<file path="src/rtl/packed_array_pkg.sv">
// packed_array_pkg
//   Types and default geometry shared by the packed-array writer and the
//   slice reader. WA is the element count per frame and WB is the bits per
//   element.
package packed_array_pkg;

  localparam int WA_DEF = 8;
  localparam int WB_DEF = 8;

  typedef logic [WB_DEF-1:0] elem_t;

  typedef enum logic {
    ORD_ASC = 1'b0,
    ORD_DSC = 1'b1
  } order_e;

endpackage

</file>
<file path="src/rtl/packed_elem_mux.sv">
// packed_elem_mux
//   Combinational WA:1 selector. It returns element idx of a flattened
//   WA x WB word, where element i is data[i*WB +: WB]. An index outside
//   [0, WA-1] returns zero.
// Ports
//   data  in   WA*WB  flattened packed word
//   idx   in   IW     element index
//   sel   out  WB     selected element
module packed_elem_mux
  import packed_array_pkg::*;
#(
  parameter int WA = WA_DEF,
  parameter int WB = WB_DEF,
  parameter int IW = (WA > 1) ? $clog2(WA) : 1
) (
  input  logic [WA*WB-1:0] data,
  input  logic [IW-1:0]    idx,
  output logic [WB-1:0]    sel
);

  always_comb begin
    sel = '0;
    for (int i = 0; i < WA; i++) begin
      if (idx == IW'(i)) sel = data[i*WB +: WB];
    end
  end

endmodule

</file>
<file path="src/rtl/packed_array_slice_reader.sv">
// packed_array_slice_reader
//   Accepts one flattened WA x WB frame per handshake. It then streams the
//   frame's WB-bit elements out, one per output handshake. Elements go out
//   in ascending order (0 first) or descending order (WA-1 first). Frames
//   can follow each other with no bubble.
// Ports
//   clk        in   1      clock
//   rst        in   1      synchronous active-high reset
//   in_valid   in   1      frame offered
//   in_ready   out  1      frame accepted when in_valid && in_ready
//   in_data    in   WA*WB  packed frame
//   in_order   in   1      0 ascending, 1 descending element order
//   in_count   in   CW     elements to emit (0 = empty, >WA clamps to WA)
//   out_valid  out  1      element available
//   out_ready  in   1      element consumed when out_valid && out_ready
//   out_data   out  WB     current element
//   out_index  out  IW     index of current element within the frame
//   out_last   out  1      current element is the final one of the frame
//   busy       out  1      frame in progress
//
// state    | meaning
// S_IDLE   | no frame held, in_ready high, out_valid low
// S_STREAM | frame held, out_valid high, emitting remaining elements
module packed_array_slice_reader
  import packed_array_pkg::*;
#(
  parameter int WA = WA_DEF,
  parameter int WB = WB_DEF,
  localparam int CW = $clog2(WA + 1),
  localparam int IW = (WA > 1) ? $clog2(WA) : 1
) (
  input  logic             clk,
  input  logic             rst,
  input  logic             in_valid,
  output logic             in_ready,
  input  logic [WA*WB-1:0] in_data,
  input  logic             in_order,
  input  logic [CW-1:0]    in_count,
  output logic             out_valid,
  input  logic             out_ready,
  output logic [WB-1:0]    out_data,
  output logic [IW-1:0]    out_index,
  output logic             out_last,
  output logic             busy
);

  localparam logic [0:0] S_IDLE   = 1'b0;
  localparam logic [0:0] S_STREAM = 1'b1;

  logic [0:0]       state;
  logic [WA*WB-1:0] frame_data;
  order_e           frame_order;
  logic [CW-1:0]    remaining;

  logic             accept;
  logic             advance;
  logic [CW-1:0]    clamp_count;
  logic [IW-1:0]    first_idx;
  logic [IW-1:0]    next_idx;
  logic [IW-1:0]    sel_idx;
  logic [WA*WB-1:0] sel_src;
  logic [WB-1:0]    sel_data;

  always_comb begin
    advance     = out_valid && out_ready;
    in_ready    = (state == S_IDLE) || (advance && out_last);
    accept      = in_valid && in_ready;
    busy        = (state == S_STREAM);
    clamp_count = (in_count > CW'(WA)) ? CW'(WA) : in_count;
    first_idx   = (order_e'(in_order) == ORD_DSC) ? IW'(WA - 1) : '0;
    // next_idx is only used when the current element is not the last one.
    // Because of that it never steps outside [0, WA-1].
    next_idx    = (frame_order == ORD_DSC) ? (out_index - IW'(1))
                                           : (out_index + IW'(1));
    // A single mux serves two cases. On accept it selects the first element
    // of the incoming word. Otherwise it selects the next element of the
    // held frame.
    sel_src     = accept ? in_data : frame_data;
    sel_idx     = accept ? first_idx : next_idx;
  end

  packed_elem_mux #(
    .WA (WA),
    .WB (WB),
    .IW (IW)
  ) u_mux (
    .data (sel_src),
    .idx  (sel_idx),
    .sel  (sel_data)
  );

  always_ff @(posedge clk) begin
    if (rst) begin
      state       <= S_IDLE;
      frame_data  <= '0;
      frame_order <= ORD_ASC;
      remaining   <= '0;
      out_valid   <= 1'b0;
      out_last    <= 1'b0;
      out_data    <= '0;
      out_index   <= '0;
    end else if (accept) begin
      frame_data  <= in_data;
      frame_order <= order_e'(in_order);
      remaining   <= clamp_count;
      if (clamp_count != '0) begin
        state     <= S_STREAM;
        out_valid <= 1'b1;
        out_data  <= sel_data;
        out_index <= first_idx;
        out_last  <= (clamp_count == CW'(1));
      end else begin
        state     <= S_IDLE;
        out_valid <= 1'b0;
        out_last  <= 1'b0;
      end
    end else if (advance) begin
      if (out_last) begin
        state     <= S_IDLE;
        out_valid <= 1'b0;
        out_last  <= 1'b0;
        remaining <= '0;
      end else begin
        out_data  <= sel_data;
        out_index <= next_idx;
        remaining <= remaining - CW'(1);
        out_last  <= (remaining == CW'(2));
      end
    end
  end

endmodule
</file>
<file path="config.mk">
export PLATFORM = sky130hd
export DESIGN_NAME = packed_array_slice_reader
export DESIGN_NICKNAME = d
export VERILOG_FILES = /design/src/rtl/packed_array_pkg.sv /design/src/rtl/packed_elem_mux.sv /design/src/rtl/packed_array_slice_reader.sv
export SDC_FILE = /design/constraint.sdc
export NUM_CORES = 1
export LEC_CHECK = 0
export ABC_AREA = 1
export ABC_CLOCK_PERIOD_IN_PS = 1800
export CAP_MARGIN = 20
export CORE_UTILIZATION = 45
export DETAILED_ROUTE_END_ITERATION = 16
export GPL_ROUTABILITY_DRIVEN = 0
export PLACE_DENSITY = 0.81
export RECOVER_POWER = 100
export SLEW_MARGIN = 25
export SYNTH_ARGS = -nofsm -noshare
export SYNTH_HDL_FRONTEND = slang
export SYNTH_SLANG_ARGS = --single-unit
</file>
<file path="constraint.sdc">
create_clock -name clk -period 1.8 [get_ports clk]
set_input_delay 0.27 -clock clk [delete_from_list [all_inputs] [get_ports clk]]
set_output_delay 0.27 -clock clk [all_outputs]
set_load 0.02 [all_outputs]
</file>
==> results.ini <==
[power_and_ir_drop]
power_density_nw_per_um2=912.8
total_power_uw=5559
ir_worst_vdd_v=0.0004266
power_leakage_uw=0.002777

[floorplan]
dieArea_sq_um=9296
core_sq_um=8678
rows=34
die_w_um=96.42
fp.dieH_um=96.42
start_util=0.4622
ios=88

[sta]
drv_slew=0
finClkSkew_ns=0.01227
hold_viol=0
setup_viol=11
finalWorstSetupSlack_ns=-0.2927
post-route-period-util=1.163
worst_slew_pin_slew_ns=0.5076
rsz0062_at_grt=true
max_freq_ghz=0.4778
final.setup.tns_ns=-2.209
worst_slew_margin_rel=0.6580
fin_crit_ns=2.093

[setup_path]
start_kind=flop
end_kind=flop
arrival_ns=2.39
path_max_fanout=8
crit_chain=fa_2 > nand2_4 > o21ai_4 > clkinv_4 > buf_4 > o31ai_4 > nor2_1 > nor2_1
crit_end=out_data[4]$_SDFFE_PP0P_
r2r_cells=8
max_stage_delay_ns=0.61
reg2reg_slack_ns=-0.29
cpMostUsedCell=nor2_1
r2r-end=out_data[4]$_SDFFE_PP0P_
cp_slowest_cell=fa_2
required_ns=2.10
r2r_start=out_index[1]$_SDFFE_PP0P_
crit_type=reg2reg
startpoint=out_index[1]$_SDFFE_PP0P_

[final_layout]
diodes=0
fin_util=0.7018
layout.nets=767
syn_to_final_growth_pct=51.84
nFillCells=621
drive_gt1_frac=0.2529
fin_area_sq_um=6091

[synth]
synth_seq_cells=82
synth_flop_cell=dfxtp_1
synthTopCellsByCount=84 x nor2_1, 82 x dfxtp_1, 80 x nand2_1, 48 x inv_1, 36 x nand3_1
yosysTopAreaCellShare=0.4092
seq_area_frac_synth=0.4092
async_reset_ff_frac=0
synth_area_leaders=dfxtp_1 41%, nor2_1 7.9%, nand2_1 7.5%
yosysTopAreaCell=dfxtp_1
syn_avg_cell_area_sq_um=7.569
synth_cell_types=39
syn_area_sq_um=4011
synth.net_count=606
synth_edf_count=0
yosys_warnings=0
post-synth-top-count-cell=nor2_1
synthCells=530

[min_path]
hold_path_class=in2reg

[global_route]
grt_pass1_vias=4260
track_usage=0.2851
grt_pass1_wl_um=20110
gr-total-overflow=0
antenna_found_initial=0
grt_start_max_net_pins=70

[detailed_routing]
remaining_drc_errors=0
drt_iter0_markers=345
vias=4455
avgRoutedWirePerCell_um=17.03
wl_um=13690
ant_nets=0
vias_per_cell=5.541
drt-pass1-iter-count=5

[placed_design]
place_area_sq_um=5498
dpl_worst_slack_ns=-0.5151
hpwl_um=8704
port-buffer-count=87

[cts]
clk_pin_slew_worst_paths_ns=0.09
htree_levels=3
clock-sinks=82
clk-insertion-delay-late_ns=0.37
cts_buffer_depth=2
cts_hold_buffers=0
cts_buffers=9
cts_tree=built
root_buffer=clkbuf_8

[job]
drv_cap=0

[outcome]
failed_checks=setup timing
status=finished, violations left

area by class of cell:
class                      count  area, sq um  share of cell area
clock buffer                  10        127.6             0.02095
clock inverter                 6        90.09             0.01479
inverter                      50        197.7             0.03246
multi-input combinational    370         2218              0.3642
sequential                    82         1648              0.2705
tap                          108        135.1             0.02219
timing repair buffer         178         1674              0.2749
how the worst min path moves through the flow:
stage	from	endpoint	slack (ns)	cells past startpoint
detailed placement	frame_data[19]$_SDFF_PP0_	frame_data[19]$_SDFF_PP0_	0.47	2
global placement	frame_data[19]$_SDFF_PP0_	frame_data[19]$_SDFF_PP0_	0.46	2
floorplan	in_data[49]	frame_data[49]$_SDFF_PP0_	0.43	2
CTS	rst	frame_data[54]$_SDFF_PP0_	0.38	3
global route	rst	frame_data[54]$_SDFF_PP0_	0.40	3
finish	rst	frame_data[46]$_SDFF_PP0_	0.39	3
cells in the final DEF (no fill, tap or decap), drive strengths merged, types with 3 or more instances in the layout:
master	instances
o21a	8
nor3	3
clkinv	3
nor2	87
nand4	25
nand3	39
nand2	89
clkdlybuf4s50	84
o21ai	29
a21oi	20
o31ai	8
dfxtp	82
or2	24
inv	50
clkbuf	11
buf	92
mux2i	24
where the power goes:
group          internal [uW]  total [uW]  switching [uW]
Sequential              1980        2050            73.2
Clock                    787        1490             703
Combinational            942        2020            1080
Total                   3710        5560            1850
registers in the layout (all words and copies together), names as in the netlist:
signal	flops
out_data	8
frame_data	64
remaining	4
out_last	1
out_index	3
frame_order	1
busy	1
through the flow:
stage / hold WS, ns / cells
finish: 0.3879 / 804
global route: 0.3968 / 804
CTS: 0.3842 / 792
detailed placement: 0.4694 / 771
global placement: 0.4563 / 771
floorplan: 0.4254 / 530
kinds of logic (layout without fill, tap and decap cells):
group | count (synthesis) | count (layout) | synth area share
AND/OR/NAND/NOR | 264 | 267 | 0.3132
flip-flops | 82 | 82 | 0.4092
buffers and inverters | 81 | 244 | 0.09170
AO/OA/AOI/OAI | 74 | 74 | 0.1104
multiplexers | 24 | 24 | 0.05989
adder cells (fa/ha/maj) | 3 | 3 | 0.01123
XOR/XNOR | 2 | 2 | 0.004368
what timing repair did:
action                     CTS  global route
cloned                       1             3
resized for setup           28            29
buffers inserted             4             9
pin swaps                   11            12
setup endpoints to repair   12            16
routing by layer:
layer,GRT usage,part of all wire,vias up
met4,0.1360,0.046,0
met3,0.06182,0.097,59
met2,0.4900,0.48,278
met1,0.3375,0.38,2055
met5,0,0,-
li1,-,-,2063
critical path, delay by kind of cell (launching register included):
| family | cells | cell delay (ns) |
|---|---|---|
| AOI/OAI and AO/OA | 2 | 0.49 |
| adders and majority gates | 1 | 0.61 |
| and+or+nand+nor | 3 | 0.32 |
| buffers and inverters | 2 | 0.29 |
| DFF | 1 | 0.34 |
Power figures use the tool's default switching activity.
